`config.mk`:
```
export PLATFORM = sky130hd
export DESIGN_NAME = plaintext_writer_flat
export DESIGN_NICKNAME = d
export VERILOG_FILES = /design/src/rtl/plaintext_writer_if.sv /design/src/rtl/plaintext_writer.sv /design/src/flat_wrapper.sv
export SDC_FILE = /design/constraint.sdc
export NUM_CORES = 1
export LEC_CHECK = 0
export ABC_AREA = 1
export BUFFER_PORTS_ARGS = -buffer_cell sky130_fd_sc_hd__buf_2
export CORE_UTILIZATION = 50
export CTS_CLUSTER_DIAMETER = 150
export DETAILED_ROUTE_END_ITERATION = 16
export GPL_TIMING_DRIVEN = 0
export MAX_ROUTING_LAYER = met4
export PLACE_DENSITY = 0.79
export SLEW_MARGIN = 20
export SYNTH_ARGS = -nofsm -noshare
export SYNTH_HDL_FRONTEND = slang
export SYNTH_SLANG_ARGS = --single-unit
```
`constraint.sdc`:
```
create_clock -name clk -period 4 [get_ports clk]
set_clock_uncertainty 0.05 [all_clocks]
set_input_delay 0 -clock clk [delete_from_list [all_inputs] [get_ports clk]]
set_output_delay 0 -clock clk [all_outputs]
set_load 0.01 [all_outputs]
```
`src/rtl/plaintext_writer_if.sv`:
```
`default_nettype none
// ============================================================================
// Module  : plaintext_writer_if
// Brief   : Draw request and character-memory write bus of plaintext_writer.
// Revision: 1.0
// ============================================================================
interface plaintext_writer_if;
    logic         draw_plaintext;
    logic [127:0] plaintext_to_draw;
    logic         char_ready;
    logic         char_we;
    logic [11:0]  char_addr;
    logic [7:0]   char_data;
    logic         done_drawing_plaintext;

    // master: the writer itself; slave: requester plus character memory
    modport master (
        input  draw_plaintext, plaintext_to_draw, char_ready,
        output char_we, char_addr, char_data, done_drawing_plaintext
    );
    modport slave (
        output draw_plaintext, plaintext_to_draw, char_ready,
        input  char_we, char_addr, char_data, done_drawing_plaintext
    );
endinterface
`default_nettype wire

```
`src/rtl/plaintext_writer.sv`:
```
`default_nettype none
// ============================================================================
// Module  : plaintext_writer
// Brief   : Writes a captured 16-character plaintext into one text-screen row.
// Revision: 1.0
// ============================================================================
module plaintext_writer #(
    parameter int ROW       = 10,
    parameter int COL_START = 32,
    parameter int COLS      = 80
) (
    input  wire logic              clk,
    input  wire logic              reset,
    plaintext_writer_if.master     bus
);

    localparam logic [1:0]  c_idle      = 2'd0;
    localparam logic [1:0]  c_write     = 2'd1;
    localparam logic [1:0]  c_done      = 2'd2;
    localparam logic [11:0] c_base_addr = 12'(ROW * COLS + COL_START);

    if (ROW * COLS + COL_START + 15 >= 4096) begin : g_cfg_error
        $error("plaintext_writer: ROW*COLS+COL_START+15 does not fit in 12 bits");
    end

    logic [1:0]   r_state;
    logic [4:0]   r_index;
    logic [127:0] r_text;
    logic         r_we;
    logic [11:0]  r_addr;
    logic [7:0]   r_data;
    logic         r_done;

    logic [4:0]   w_next_index;
    logic [127:0] w_shifted;
    logic         w_accept;

    function automatic logic [7:0] printable(input logic [7:0] b);
        return (b >= 8'h20 && b <= 8'h7E) ? b : 8'h3F;
    endfunction

    // Byte for the next index sits at the top after shifting out the consumed ones
    always_comb begin
        w_next_index = r_index + 5'd1;
        w_shifted    = r_text << {w_next_index, 3'b000};
        w_accept     = r_we && bus.char_ready;
    end

    always_ff @(posedge clk or posedge reset) begin
        if (reset) begin
            r_state <= c_idle;
            r_index <= 5'd0;
            r_text  <= 128'd0;
            r_we    <= 1'b0;
            r_addr  <= 12'd0;
            r_data  <= 8'd0;
            r_done  <= 1'b0;
        end else begin
            case (r_state)
                c_idle: begin
                    if (bus.draw_plaintext) begin
                        r_text  <= bus.plaintext_to_draw;
                        r_index <= 5'd0;
                        r_state <= c_write;
                        r_we    <= 1'b1;
                        r_addr  <= c_base_addr;
                        r_data  <= printable(bus.plaintext_to_draw[127:120]);
                    end
                end
                c_write: begin
                    if (w_accept) begin
                        r_index <= w_next_index;
                        // A withdrawn request ends the draw silently, even on the last byte
                        if (!bus.draw_plaintext) begin
                            r_state <= c_idle;
                            r_we    <= 1'b0;
                        end else if (r_index == 5'd15) begin
                            r_state <= c_done;
                            r_we    <= 1'b0;
                            r_done  <= 1'b1;
                        end else begin
                            r_addr  <= c_base_addr + 12'(w_next_index);
                            r_data  <= printable(w_shifted[127:120]);
                        end
                    end
                end
                c_done: begin
                    if (!bus.draw_plaintext) begin
                        r_state <= c_idle;
                        r_done  <= 1'b0;
                    end
                end
                default: begin
                    r_state <= c_idle;
                    r_we    <= 1'b0;
                    r_done  <= 1'b0;
                end
            endcase
        end
    end

    assign bus.char_we                = r_we;
    assign bus.char_addr              = r_addr;
    assign bus.char_data              = r_data;
    assign bus.done_drawing_plaintext = r_done;

endmodule
`default_nettype wire

```
`src/flat_wrapper.sv`:
```
// flat-port wrapper written by rule: the top's interface ports become plain ports
module plaintext_writer_flat 
#(
    parameter int ROW       = 10,
    parameter int COL_START = 32,
    parameter int COLS      = 80
)
  (clk, reset, bus_draw_plaintext, bus_plaintext_to_draw, bus_char_ready, bus_char_we, bus_char_addr, bus_char_data, bus_done_drawing_plaintext);
  plaintext_writer_if bus_i ();
  input  wire logic clk;
  input  wire logic reset;
  input wire logic [$bits(bus_i.draw_plaintext)-1:0] bus_draw_plaintext;
  input wire logic [$bits(bus_i.plaintext_to_draw)-1:0] bus_plaintext_to_draw;
  input wire logic [$bits(bus_i.char_ready)-1:0] bus_char_ready;
  output wire logic [$bits(bus_i.char_we)-1:0] bus_char_we;
  output wire logic [$bits(bus_i.char_addr)-1:0] bus_char_addr;
  output wire logic [$bits(bus_i.char_data)-1:0] bus_char_data;
  output wire logic [$bits(bus_i.done_drawing_plaintext)-1:0] bus_done_drawing_plaintext;
  assign bus_i.draw_plaintext = bus_draw_plaintext;
  assign bus_i.plaintext_to_draw = bus_plaintext_to_draw;
  assign bus_i.char_ready = bus_char_ready;
  assign bus_char_we = bus_i.char_we;
  assign bus_char_addr = bus_i.char_addr;
  assign bus_char_data = bus_i.char_data;
  assign bus_done_drawing_plaintext = bus_i.done_drawing_plaintext;
  plaintext_writer #(.ROW(ROW), .COL_START(COL_START), .COLS(COLS)) u_core (.clk(clk), .reset(reset), .bus(bus_i));
endmodule
```
==> results.json <==
{
  "crit_top_cell": "nand3_1",
  "wirelength_um": 25700,
  "dr.pass1.iters": 5,
  "fin_crit_sh": 0.6738,
  "die_h_um": 123.4,
  "power.share.clock": 0.224,
  "grt_max_degree": 35,
  "grt_use_total": 0.3646,
  "grt_pass1_wl_um": 39260,
  "clock_latency_ps": 440,
  "sequentialPowerShare": 0.326,
  "final_antenna_net_count": 0,
  "synth_compound_area_frac": 0.1125,
  "synthXorXnorAreaFrac": 0.008833,
  "critPathTopFamily": "simple AND/OR/NAND/NOR gates",
  "via_per_inst": 5.521,
  "drc": 0,
  "ys_warn_count": 0,
  "worst_pin_slew_ps": 747.4,
  "seq_area_um2": 3779,
  "cp_num_buf_inv": 2,
  "hold_viol": 0,
  "core_area_um2": 14150,
  "postCtsSetupRepairBufs": 0,
  "muxShareOfSynthArea": 0.02446,
  "critPathMaxFanout": 10,
  "cts_tree": "done",
  "place_congestion": 0.9376,
  "cts_resized": 0,
  "num_vias": 7972,
  "io_pins": 154,
  "arrival_ps": 2970,
  "htree_levels": 4,
  "ctsHoldBuffers": 130,
  "ir_drop_mv": 0.4574,
  "relSlewSlack": 0.5017,
  "avgRoutedWirePerCell_um": 17.80,
  "power_density_nw_per_um2": 736.9,
  "end_kind": "flip-flop",
  "syn_inst": 944,
  "internal-power_mw": 4.426,
  "synth_cell_types": 26,
  "cts_buffers": 17,
  "power_mw": 7.651,
  "start_util": 0.5206,
  "ys_seq_area_frac": 0.5130,
  "p_sw_mw": 3.226,
  "synth_area_um2": 7366,
  "synthAdderAreaFrac": 0.003397,
  "slowest_delay_ps": 600,
  "antenna_found_initial": 0,
  "dieArea_um2": 15220,
  "switching_share": 0.4216,
  "rsz0062_at_grt": "no",
  "slowest_stage": "clkbuf_1",
  "critPathRequiredTime_ps": 4270,
  "fillers": 1003,
  "drv_slew": 0,
  "synth_top_family_by_area": "simple AND/OR/NAND/NOR gates",
  "yosys.area_share.simple": 0.2329,
  "post_dp_cell_area_um2": 8459,
  "layout-drive-gt1-share": 0.1845,
  "hp-class": "input pin to flip-flop",
  "status": "finished, final reports clean",
  "area_growth_pct": 40.97,
  "cp-start-kind": "flip-flop",
  "crit_type": "flip-flop to flip-flop",
  "finalSetupViolCount": 0,
  "max_freq_mhz": 371.0,
  "fin_crit_ps": 2695,
  "drtIter0Drc": 922,
  "synth.avg_cell_area_um2": 7.803,
  "row_count": 43,
  "ys_seq_elements": 151,
  "cts.clk_slew.worst_paths_ps": 60,
  "cap_violations": 0,
  "fin_nets": 1384,
  "die_w_um": 123.4,
  "clock-sinks": 151,
  "grt_pass1_vias": 7869,
  "clock-root-buffer": "clkbuf_16",
  "p_comb_frac": 0.450,
  "dpl.hpwl_um": 16000,
  "clock_path_buffers": 2,
  "grt-ovfl-total": 0,
  "multiInputGateArea_um2": 2829,
  "io_buffers": 149,
  "final_cell_area_um2": 10380,
  "setup_tns_ps": 0,
  "p_leak_nw": 5.337,
  "cp_cell_sequence": "ha_1 > clkbuf_1 > clkbuf_1 > nand3_1 > nand3_1 > nand3_1 > nand2_1 > nand2_1 > nor2_1 > nand2_1 > nand3_1 > a21oi_2"
}
-- path summary, 6_finish.rpt --
kind                                                     start                                   to  slack, ps  depth (start not counted)
min in group asynchronous                                reset        u_core.r_text[89]$_DFFE_PP0P_        100                          4
max in group asynchronous                                reset  u_core.bus.char_data[7]$_DFFE_PP0P_       3170                          6
setup reg to reg                 u_core.r_index[0]$_DFFE_PP0P_  u_core.bus.char_data[6]$_DFFE_PP0P_       1300                         12
hold / removal                                  bus_char_ready        u_core.r_state[1]$_DFFE_PP0P_         60                          7
setup / recovery                 u_core.r_index[0]$_DFFE_PP0P_  u_core.bus.char_data[6]$_DFFE_PP0P_       1300                         12
hold reg to reg            u_core.bus.char_addr[2]$_DFFE_PP0P_  u_core.bus.char_addr[2]$_DFFE_PP0P_        420                          2
-- power by group through the flow --
stage	Combinational (mW)	Clock, mW	Sequential [mW]
final	3.44	1.71	2.50
after global routing	3.77	1.78	2.54
after CTS	3.29	1.70	2.47
after detailed placement	3.16	0	2.50
after global placement	3.07	0	2.47
after floorplan	2.21	0	2.44
-- placed cells by master, fill, tap and decap left out, drive strengths merged, types with 6 or more instances in the layout --
| cell type | instances |
|---|---|
| nand2 | 185 |
| buf | 179 |
| dfrtp | 151 |
| nor2 | 130 |
| dlygate4sd3 | 130 |
| inv | 130 |
| a21oi | 120 |
| nand3 | 104 |
| clkbuf | 55 |
| o21ai | 28 |
| mux2 | 16 |
| o211ai | 6 |
| clkinv | 6 |
-- synth_stat cells, drive strengths merged --
| cell | instances | area (um2) |
|---|---|---|
| o21ai | 28 | 140.1 |
| xor2 | 3 | 48.80 |
| ha | 2 | 25.02 |
| or2 | 1 | 6.260 |
| dfrtp | 151 | 3779 |
| inv | 130 | 488.0 |
| mux2 | 16 | 180.2 |
| buf | 25 | 146.4 |
| nor2 | 130 | 488.0 |
| conb | 1 | 3.750 |
| xnor2 | 1 | 16.27 |
| o211ai | 6 | 45.04 |
| nand4 | 1 | 6.260 |
| nand2 | 185 | 694.4 |
| nand3 | 104 | 520.5 |
| a31oi | 3 | 18.77 |
| clkbuf | 36 | 135.1 |
| a21oi | 120 | 615.6 |
| o2111ai | 1 | 8.760 |
-- cell type report --
cell class                      count  area share
Tap cell                          180     0.02169
Multi-Input combinational cell    605      0.2724
Buffer                             61     0.02711
Clock inverter                     13     0.01711
Timing Repair Buffer              284      0.2075
Inverter                          130     0.04736
Clock buffer                       19     0.04266
Sequential cell                   151      0.3639
Antenna cell                        1   0.0002410
-- cell families after synthesis --
logic type | after synthesis
muxes | 16
buffers and inverters | 191
other | 1
and+or+nand+nor | 421
adders and majority gates | 2
xor gates and xnor gates | 4
AOI/OAI and AO/OA | 158
DFF | 151
-- tightest hold or removal path, cell delays in order --
cell	delay, ps
buf_2	90
nand2_1	80
nand2_1	70
o2111ai_1	90
a21oi_1	50
nand2_1	70
nand2_1	50
-- metal layers --
metal / vias to the layer above / track usage / share of wire
li1: 3574 / - / -
met1: 3731 / 0.4442 / 0.39
met2: 544 / 0.5611 / 0.47
met3: 123 / 0.08441 / 0.095
met4: 0 / 0.2011 / 0.049
met5: - / - / 0
-- flip-flops by register name, indices dropped and copies added, names as in the netlist --
signal / count
u_core.bus.done_drawing_plaintext: 1
u_core.bus.char_addr: 6
u_core.r_state: 2
u_core.bus.char_data: 8
u_core.r_index: 5
u_core.r_text: 128
u_core.bus.char_we: 1
-- per-stage QoR --
| step | std cells | setup slack, ps | utilization | hold slack, ps |
|---|---|---|---|---|
| final | 1444 | 1305 | 0.7338 | 61.38 |
| after global routing | 1443 | 1182 | 0.7337 | 119.9 |
| after CTS | 1443 | 1404 | 0.7337 | 59.78 |
| after detailed placement | 1281 | 1470 | 0.5978 | 1.324 |
| after global placement | 1276 | 1121 | 0.5902 | 184.6 |
| after floorplan | 947 | 1971 | - | 100.6 |
Power figures use the tool's default switching activity.
